$ cat config.mk
export PLATFORM = sky130hd
export DESIGN_NAME = apb_master_mc_flat
export DESIGN_NICKNAME = d
export VERILOG_FILES = /design/src/rtl/apb_master_mc_if.sv /design/src/rtl/apb_master_mc.sv /design/src/flat_wrapper.sv
export SDC_FILE = /design/constraint.sdc
export NUM_CORES = 1
export LEC_CHECK = 0
export ABC_AREA = 1
export CAP_MARGIN = 20
export CORE_MARGIN = 10
export CORE_UTILIZATION = 30
export DETAILED_ROUTE_END_ITERATION = 6
export PLACE_DENSITY = 0.68
export SLEW_MARGIN = 10
export SYNTH_ARGS = -nofsm -noshare
export SYNTH_HDL_FRONTEND = slang
export SYNTH_SLANG_ARGS = --single-unit
$ cat constraint.sdc
create_clock -name clk -period 1.89 [get_ports clk]
set_clock_uncertainty 0.2 [all_clocks]
set_input_delay 0.4725 -clock clk [delete_from_list [all_inputs] [get_ports clk]]
set_output_delay 0.4725 -clock clk [all_outputs]
set_load 0.005 [all_outputs]
$ cat src/rtl/apb_master_mc_if.sv
// Request/response port and shared APB4 bus of the multi-slave APB master.
// The master modport is the bridge's view; the slave modport is the core adapter plus peripherals.
interface apb_master_mc_if #(
  parameter int unsigned ADDR_WIDTH = 12,
  parameter int unsigned DATA_WIDTH = 32,
  parameter int unsigned NUM_SLAVES = 4
);
  localparam int unsigned STRB_W = DATA_WIDTH / 8;

  logic                             req_valid;
  logic                             req_ready;
  logic                             req_write;
  logic [ADDR_WIDTH-1:0]            req_addr;
  logic [DATA_WIDTH-1:0]            req_wdata;
  logic [STRB_W-1:0]                req_strb;
  logic                             rsp_valid;
  logic [DATA_WIDTH-1:0]            rsp_rdata;
  logic                             rsp_err;
  logic [ADDR_WIDTH-1:0]            paddr;
  logic [NUM_SLAVES-1:0]            psel;
  logic                             penable;
  logic                             pwrite;
  logic [DATA_WIDTH-1:0]            pwdata;
  logic [STRB_W-1:0]                pstrb;
  logic [NUM_SLAVES-1:0]            pready;
  logic [NUM_SLAVES*DATA_WIDTH-1:0] prdata;
  logic [NUM_SLAVES-1:0]            pslverr;

  modport master (
    input  req_valid, req_write, req_addr, req_wdata, req_strb,
    input  pready, prdata, pslverr,
    output req_ready, rsp_valid, rsp_rdata, rsp_err,
    output paddr, psel, penable, pwrite, pwdata, pstrb
  );

  modport slave (
    output req_valid, req_write, req_addr, req_wdata, req_strb,
    output pready, prdata, pslverr,
    input  req_ready, rsp_valid, rsp_rdata, rsp_err,
    input  paddr, psel, penable, pwrite, pwdata, pstrb
  );
endinterface

$ cat src/rtl/apb_master_mc.sv
// APB4 master: valid/ready requests decoded onto NUM_SLAVES one-hot selects,
// with wait states, strobes, slave/decode errors and an ACCESS-phase timeout.
module apb_master_mc #(
  parameter int unsigned ADDR_WIDTH      = 12,
  parameter int unsigned DATA_WIDTH      = 32,
  parameter int unsigned NUM_SLAVES      = 4,
  parameter int unsigned SLAVE_ADDR_BITS = 8,
  parameter int unsigned TIMEOUT         = 16
) (
  input logic            clk,
  input logic            rst,
  apb_master_mc_if.master bus
);
  localparam int unsigned IDX_W = ADDR_WIDTH - SLAVE_ADDR_BITS;
  localparam int unsigned SEL_W = (NUM_SLAVES > 1) ? $clog2(NUM_SLAVES) : 1;
  localparam int unsigned CNT_W = (TIMEOUT > 1) ? $clog2(TIMEOUT) : 1;

  typedef enum logic [1:0] {IDLE, SETUP, ACCESS} state_t;

  state_t                state;
  logic [SEL_W-1:0]      sel_q;
  logic [CNT_W-1:0]      wait_cnt;
  logic [IDX_W-1:0]      req_idx;
  logic                  req_hit;
  logic [NUM_SLAVES-1:0] req_onehot;
  logic                  sel_ready;
  logic                  sel_err;
  logic [DATA_WIDTH-1:0] sel_rdata;
  logic                  timed_out;

  assign req_idx   = bus.req_addr[ADDR_WIDTH-1:SLAVE_ADDR_BITS];
  assign req_hit   = 32'(req_idx) < NUM_SLAVES;
  assign timed_out = (TIMEOUT != 0) && (wait_cnt == CNT_W'(TIMEOUT - 1));

  // Decode of the incoming request and view of the currently selected slave only.
  always_comb begin
    req_onehot = '0;
    sel_ready  = 1'b0;
    sel_err    = 1'b0;
    sel_rdata  = '0;
    for (int unsigned i = 0; i < NUM_SLAVES; i++) begin
      req_onehot[i] = (req_idx == IDX_W'(i));
      if (sel_q == SEL_W'(i)) begin
        sel_ready = bus.pready[i];
        sel_err   = bus.pslverr[i];
        sel_rdata = bus.prdata[i*DATA_WIDTH +: DATA_WIDTH];
      end
    end
  end

  always_ff @(posedge clk) begin
    if (rst) begin
      state         <= IDLE;
      sel_q         <= '0;
      wait_cnt      <= '0;
      bus.req_ready <= 1'b1;
      bus.rsp_valid <= 1'b0;
      bus.rsp_rdata <= '0;
      bus.rsp_err   <= 1'b0;
      bus.paddr     <= '0;
      bus.psel      <= '0;
      bus.penable   <= 1'b0;
      bus.pwrite    <= 1'b0;
      bus.pwdata    <= '0;
      bus.pstrb     <= '0;
    end else begin
      bus.rsp_valid <= 1'b0;
      bus.rsp_err   <= 1'b0;
      bus.rsp_rdata <= '0;
      case (state)
        IDLE: begin
          if (bus.req_valid) begin
            if (req_hit) begin
              state         <= SETUP;
              sel_q         <= SEL_W'(req_idx);
              bus.req_ready <= 1'b0;
              bus.psel      <= req_onehot;
              bus.paddr     <= bus.req_addr;
              bus.pwrite    <= bus.req_write;
              bus.pstrb     <= bus.req_write ? bus.req_strb : '0;
              if (bus.req_write) bus.pwdata <= bus.req_wdata;
            end else begin
              // Unmapped slave index: answer immediately without touching the bus.
              bus.rsp_valid <= 1'b1;
              bus.rsp_err   <= 1'b1;
            end
          end
        end
        SETUP: begin
          state       <= ACCESS;
          bus.penable <= 1'b1;
          wait_cnt    <= '0;
        end
        ACCESS: begin
          if (sel_ready || timed_out) begin
            state         <= IDLE;
            bus.psel      <= '0;
            bus.penable   <= 1'b0;
            bus.req_ready <= 1'b1;
            bus.rsp_valid <= 1'b1;
            bus.rsp_err   <= sel_ready ? sel_err : 1'b1;
            if (sel_ready && !sel_err && !bus.pwrite) bus.rsp_rdata <= sel_rdata;
          end else begin
            wait_cnt <= wait_cnt + CNT_W'(1);
          end
        end
        default: state <= IDLE;
      endcase
    end
  end
endmodule

$ cat src/flat_wrapper.sv
// flat-port wrapper written by rule: the top's interface ports become plain ports
module apb_master_mc_flat 
#(
  parameter int unsigned ADDR_WIDTH      = 12,
  parameter int unsigned DATA_WIDTH      = 32,
  parameter int unsigned NUM_SLAVES      = 4,
  parameter int unsigned SLAVE_ADDR_BITS = 8,
  parameter int unsigned TIMEOUT         = 16
)
  (clk, rst, bus_req_valid, bus_req_write, bus_req_addr, bus_req_wdata, bus_req_strb, bus_pready, bus_prdata, bus_pslverr, bus_req_ready, bus_rsp_valid, bus_rsp_rdata, bus_rsp_err, bus_paddr, bus_psel, bus_penable, bus_pwrite, bus_pwdata, bus_pstrb);
  apb_master_mc_if #(.ADDR_WIDTH(ADDR_WIDTH), .DATA_WIDTH(DATA_WIDTH), .NUM_SLAVES(NUM_SLAVES)) bus_i ();
  input logic clk;
  input logic rst;
  input wire logic [$bits(bus_i.req_valid)-1:0] bus_req_valid;
  input wire logic [$bits(bus_i.req_write)-1:0] bus_req_write;
  input wire logic [$bits(bus_i.req_addr)-1:0] bus_req_addr;
  input wire logic [$bits(bus_i.req_wdata)-1:0] bus_req_wdata;
  input wire logic [$bits(bus_i.req_strb)-1:0] bus_req_strb;
  input wire logic [$bits(bus_i.pready)-1:0] bus_pready;
  input wire logic [$bits(bus_i.prdata)-1:0] bus_prdata;
  input wire logic [$bits(bus_i.pslverr)-1:0] bus_pslverr;
  output wire logic [$bits(bus_i.req_ready)-1:0] bus_req_ready;
  output wire logic [$bits(bus_i.rsp_valid)-1:0] bus_rsp_valid;
  output wire logic [$bits(bus_i.rsp_rdata)-1:0] bus_rsp_rdata;
  output wire logic [$bits(bus_i.rsp_err)-1:0] bus_rsp_err;
  output wire logic [$bits(bus_i.paddr)-1:0] bus_paddr;
  output wire logic [$bits(bus_i.psel)-1:0] bus_psel;
  output wire logic [$bits(bus_i.penable)-1:0] bus_penable;
  output wire logic [$bits(bus_i.pwrite)-1:0] bus_pwrite;
  output wire logic [$bits(bus_i.pwdata)-1:0] bus_pwdata;
  output wire logic [$bits(bus_i.pstrb)-1:0] bus_pstrb;
  assign bus_i.req_valid = bus_req_valid;
  assign bus_i.req_write = bus_req_write;
  assign bus_i.req_addr = bus_req_addr;
  assign bus_i.req_wdata = bus_req_wdata;
  assign bus_i.req_strb = bus_req_strb;
  assign bus_i.pready = bus_pready;
  assign bus_i.prdata = bus_prdata;
  assign bus_i.pslverr = bus_pslverr;
  assign bus_req_ready = bus_i.req_ready;
  assign bus_rsp_valid = bus_i.rsp_valid;
  assign bus_rsp_rdata = bus_i.rsp_rdata;
  assign bus_rsp_err = bus_i.rsp_err;
  assign bus_paddr = bus_i.paddr;
  assign bus_psel = bus_i.psel;
  assign bus_penable = bus_i.penable;
  assign bus_pwrite = bus_i.pwrite;
  assign bus_pwdata = bus_i.pwdata;
  assign bus_pstrb = bus_i.pstrb;
  apb_master_mc #(.ADDR_WIDTH(ADDR_WIDTH), .DATA_WIDTH(DATA_WIDTH), .NUM_SLAVES(NUM_SLAVES), .SLAVE_ADDR_BITS(SLAVE_ADDR_BITS), .TIMEOUT(TIMEOUT)) u_core (.clk(clk), .rst(rst), .bus(bus_i));
endmodule
==> summary.md <==
| Metric | Value |
|---|---|
| Post-route DRC | `0` |
| Ant. Diodes | `0` |
| 1st-iter DRT viols | `between 200 and 250` |
| CP startpoint kind | `register` |
| CTS tree | `done` |
| Leak | `approximately 3.5 nW` |
| Fraction of layout cells with a size suffix above 1 | `about 20%` |
| Ports | `277` |
| Worst skew pair latency | `around 0.34 ns` |
| PD cells | `595 nW/µm²` |
| Clock slew at reported path FFs | `roughly 0.06 ns` |
| Post-synth top area share | `between 40% and 50%` |
| Synth Flop Type | `dfxtp_1` |
| GR Overflow Total | `0` |
| Via count of the routed design | `4,802` |
| #FFs+latches synth | `95` |
| CTS H-Tree Depth | `3` |
| FMAX | `approximately 0.54 GHz` |
| Cell Count, Final, Fillers Out | `1,021` |
| Initial core utilization | `between 30% and 40%` |
| Post-cts hold buffer count | `0` |
| Outcome | `finished, final reports clean` |
| Commonest non-fill, non-tap cells in the layout | `clkdlybuf4s50_1, nand2_1, dfxtp_1` |
| Crit-path max cell delay | `between 0.5 and 0.6 ns` |
| CTS Buf Count | `9` |
| Crit Path Max Fanout | `1` |
| Syn avg cell area | `7.92 µm²` |
| Largest net degree at the start of global routing | `34` |
| Final period util | `98.6%` |
| Syn_nets | `roughly 740` |
| Final setup fails | `0` |
| MaxCap Viol Count | `0` |
| Most common cell after layout, fill and taps aside | `clkdlybuf4s50_1` |
| Number of synthesized flops with an enable pin | `0` |
| CP required | `roughly 1.2 ns` |
| Unique cell type count in the Yosys netlist | `34` |
| Routed Wire Length | `19.8 mm` |
| Die height | `about 140 µm` |
| Share of flip-flops with an asynchronous set or reset | `0%` |
| Period minus WS final | `1.86 ns` |
| Synth top area cells | `dfxtp_1, nand2_1, o21ai_0` |
| Tot GR Track Use | `between 10% and 20%` |
| Maximum vdd drop | `approximately 0.00037 V` |
| Count of input and output buffers | `between 200 and 300` |
| WP data arrival | `approximately 1.2 ns` |
| Die area | `a little under 20,000 µm²` |
| Synthesized area | `4360 µm²` |
| CP Buf/Inv Count | `1` |
| Fillers | `1,293` |
| Hold path startpoint | `u_core.bus.paddr[11]$_SDFFE_PP0P_` |
| Wirelength per Cell | `roughly 19 µm` |
| Top cell family by delay on the critical path | `buffers and inverters` |
| Final Hold Fails | `0` |
| Critical setup path kind | `register to output port` |
| Floorplan row count | `43` |
| Hpwl dp | `15.7 mm` |
| Slew headroom | `a little over two thirds` |
| Worst Tran Pin Value | `0.441 ns` |
| Worst Hold Class | `register to register` |
| DR vias/cell | `roughly 4.7` |
| Reg2reg start | `u_core.bus.paddr[9]$_SDFFE_PP0P_` |
| Global-route wire length before repair | `between 20 and 30 mm` |
| Drt pass-1 iters | `4` |
| Routed Antenna Nets | `0` |
| Area of the core | `approximately 14,000 µm²` |
| Crit-path slowest cell | `clkdlybuf4s50_1` |
| Die X | `141 µm` |
| Area grow syn2layout | `78.6%` |
| Clock tree buffer depth | `2` |
| Vias in the first global route | `4,851` |
| CTS Root Cell | `clkbuf_16` |
| Max-slew violations | `0` |
| Yosys warns | `0` |
| RSZ-0062 raised after global routing | `false` |
| Final nets | `around 1,000` |
| Gpl congestion | `between 0.9 and 1` |
| CP cell instances | `clkdlybuf4s50_1` |
| CTS sink cnt | `95` |
| Synth Instances | `550` |
| Placed cell count | `about 1,000` |
| Setup crit end kind | `output port` |
| Setup crit start | `u_core.bus.rsp_rdata[8]$_SDFF_PP0_` |
| Cell accounting for the most synthesized area | `dfxtp_1` |
| Sequential fraction of the synthesis area | `a little over two fifths` |
| Antenna violations before repair | `0` |
| Total Neg Setup Slack | `0 ns` |
==> cells by family (layout without fill, tap and decap cells) <==
family | after synthesis | count (layout) | share of synthesized area (%)
XOR/XNOR | 1 | 1 | 0.201
AO/OA/AOI/OAI | 125 | 125 | 17.1
flip-flops | 95 | 95 | 43.6
buffers and inverters | 50 | 341 | 7.29
AND/OR/NAND/NOR | 278 | 278 | 31.4
adder cells (fa/ha/maj) | 1 | 1 | 0.287
==> report_power, final <==
group | switching [mW] | internal (mW)
clock | 0.781 | 0.888
combinational | 0.346 | 0.554
sequential | 0.0212 | 2.04
total | 1.15 | 3.48
==> sequential cells by signal, indices dropped and copies added, names as in the netlist <==
signal	count
u_core.bus.pwdata	32
u_core.bus.rsp_rdata	32
u_core.bus.paddr	11
u_core.bus.psel	4
u_core.bus.pstrb	4
u_core.wait_cnt	4
u_core.state	2
u_core.bus.penable	1
u_core.bus.pwrite	1
u_core.bus.req_ready	1
u_core.bus.rsp_err	1
u_core.bus.rsp_valid	1
u_core.sel_q	1
==> path summary, 6_finish.rpt <==
path                                       end  cells past startpoint  slack (ns)
max                           bus_rsp_rdata[8]                      1        0.03
min          u_core.bus.paddr[11]$_SDFFE_PP0P_                      2        0.26
max reg2reg    u_core.wait_cnt[2]$_SDFFE_PP0P_                     11        0.15
min reg2reg  u_core.bus.paddr[11]$_SDFFE_PP0P_                      2        0.26
==> metrics by stage <==
| stage | utilization, % | hold slack, ns | total power, mW | cell area [µm²] | setup WS (ns) |
|---|---|---|---|---|---|
| 2_1_floorplan | - | 0.249 | 2.41 | 4360 | 0.306 |
| 3_3_place_gp | 52.9 | 0.245 | 3.00 | 7430 | -0.236 |
| 3_5_place_dp | 52.9 | 0.245 | 3.00 | 7430 | -0.225 |
| 4_1_cts | 54.8 | 0.257 | 4.69 | 7700 | 0.0000583 |
| 5_1_grt | 55.4 | 0.285 | 4.85 | 7780 | 0.000212 |
| 6_report | 55.4 | 0.255 | 4.63 | 7780 | 0.0261 |
==> cell usage after synthesis (2+ instances only) <==
cell type / instances
o21ai_0: 64
nand3_1: 51
inv_2: 3
buf_4: 3
nor2_8: 2
nand2_1: 123
nand3_2: 3
nor2_2: 31
a21oi_2: 30
a21oi_1: 18
nand2_2: 32
buf_12: 3
nor2_1: 28
o21ai_1: 10
clkbuf_1: 10
buf_6: 6
buf_2: 14
dfxtp_1: 95
inv_1: 9
==> metal layers <==
layer	track usage [%]	vias up	routed length [µm]
met5	0	-	0
met4	4.35	0	203
met3	7.94	14	2330
met2	31.2	226	9360
met1	22.7	2189	7860
li1	-	2373	-
==> area by class of cell <==
| class | instances | area (µm²) | share of cell area [%] |
|---|---|---|---|
| Clock buffer | 10 | 229 | 2.94 |
| Clock inverter | 5 | 35.0 | 0.450 |
| Inverter | 14 | 60.1 | 0.772 |
| Multi-Input combinational cell | 405 | 2140 | 27.5 |
| Sequential cell | 95 | 1910 | 24.5 |
| Tap cell | 180 | 225 | 2.89 |
| Timing Repair Buffer | 312 | 3180 | 40.9 |
==> timing repair <==
action	in CTS	in global routing
buffers inserted	2	3
gates resized for setup	43	24
gates cloned	1	0
pin swaps	0	1
endpoints found under the setup margin	40	25
Power figures use the tool's default switching activity.
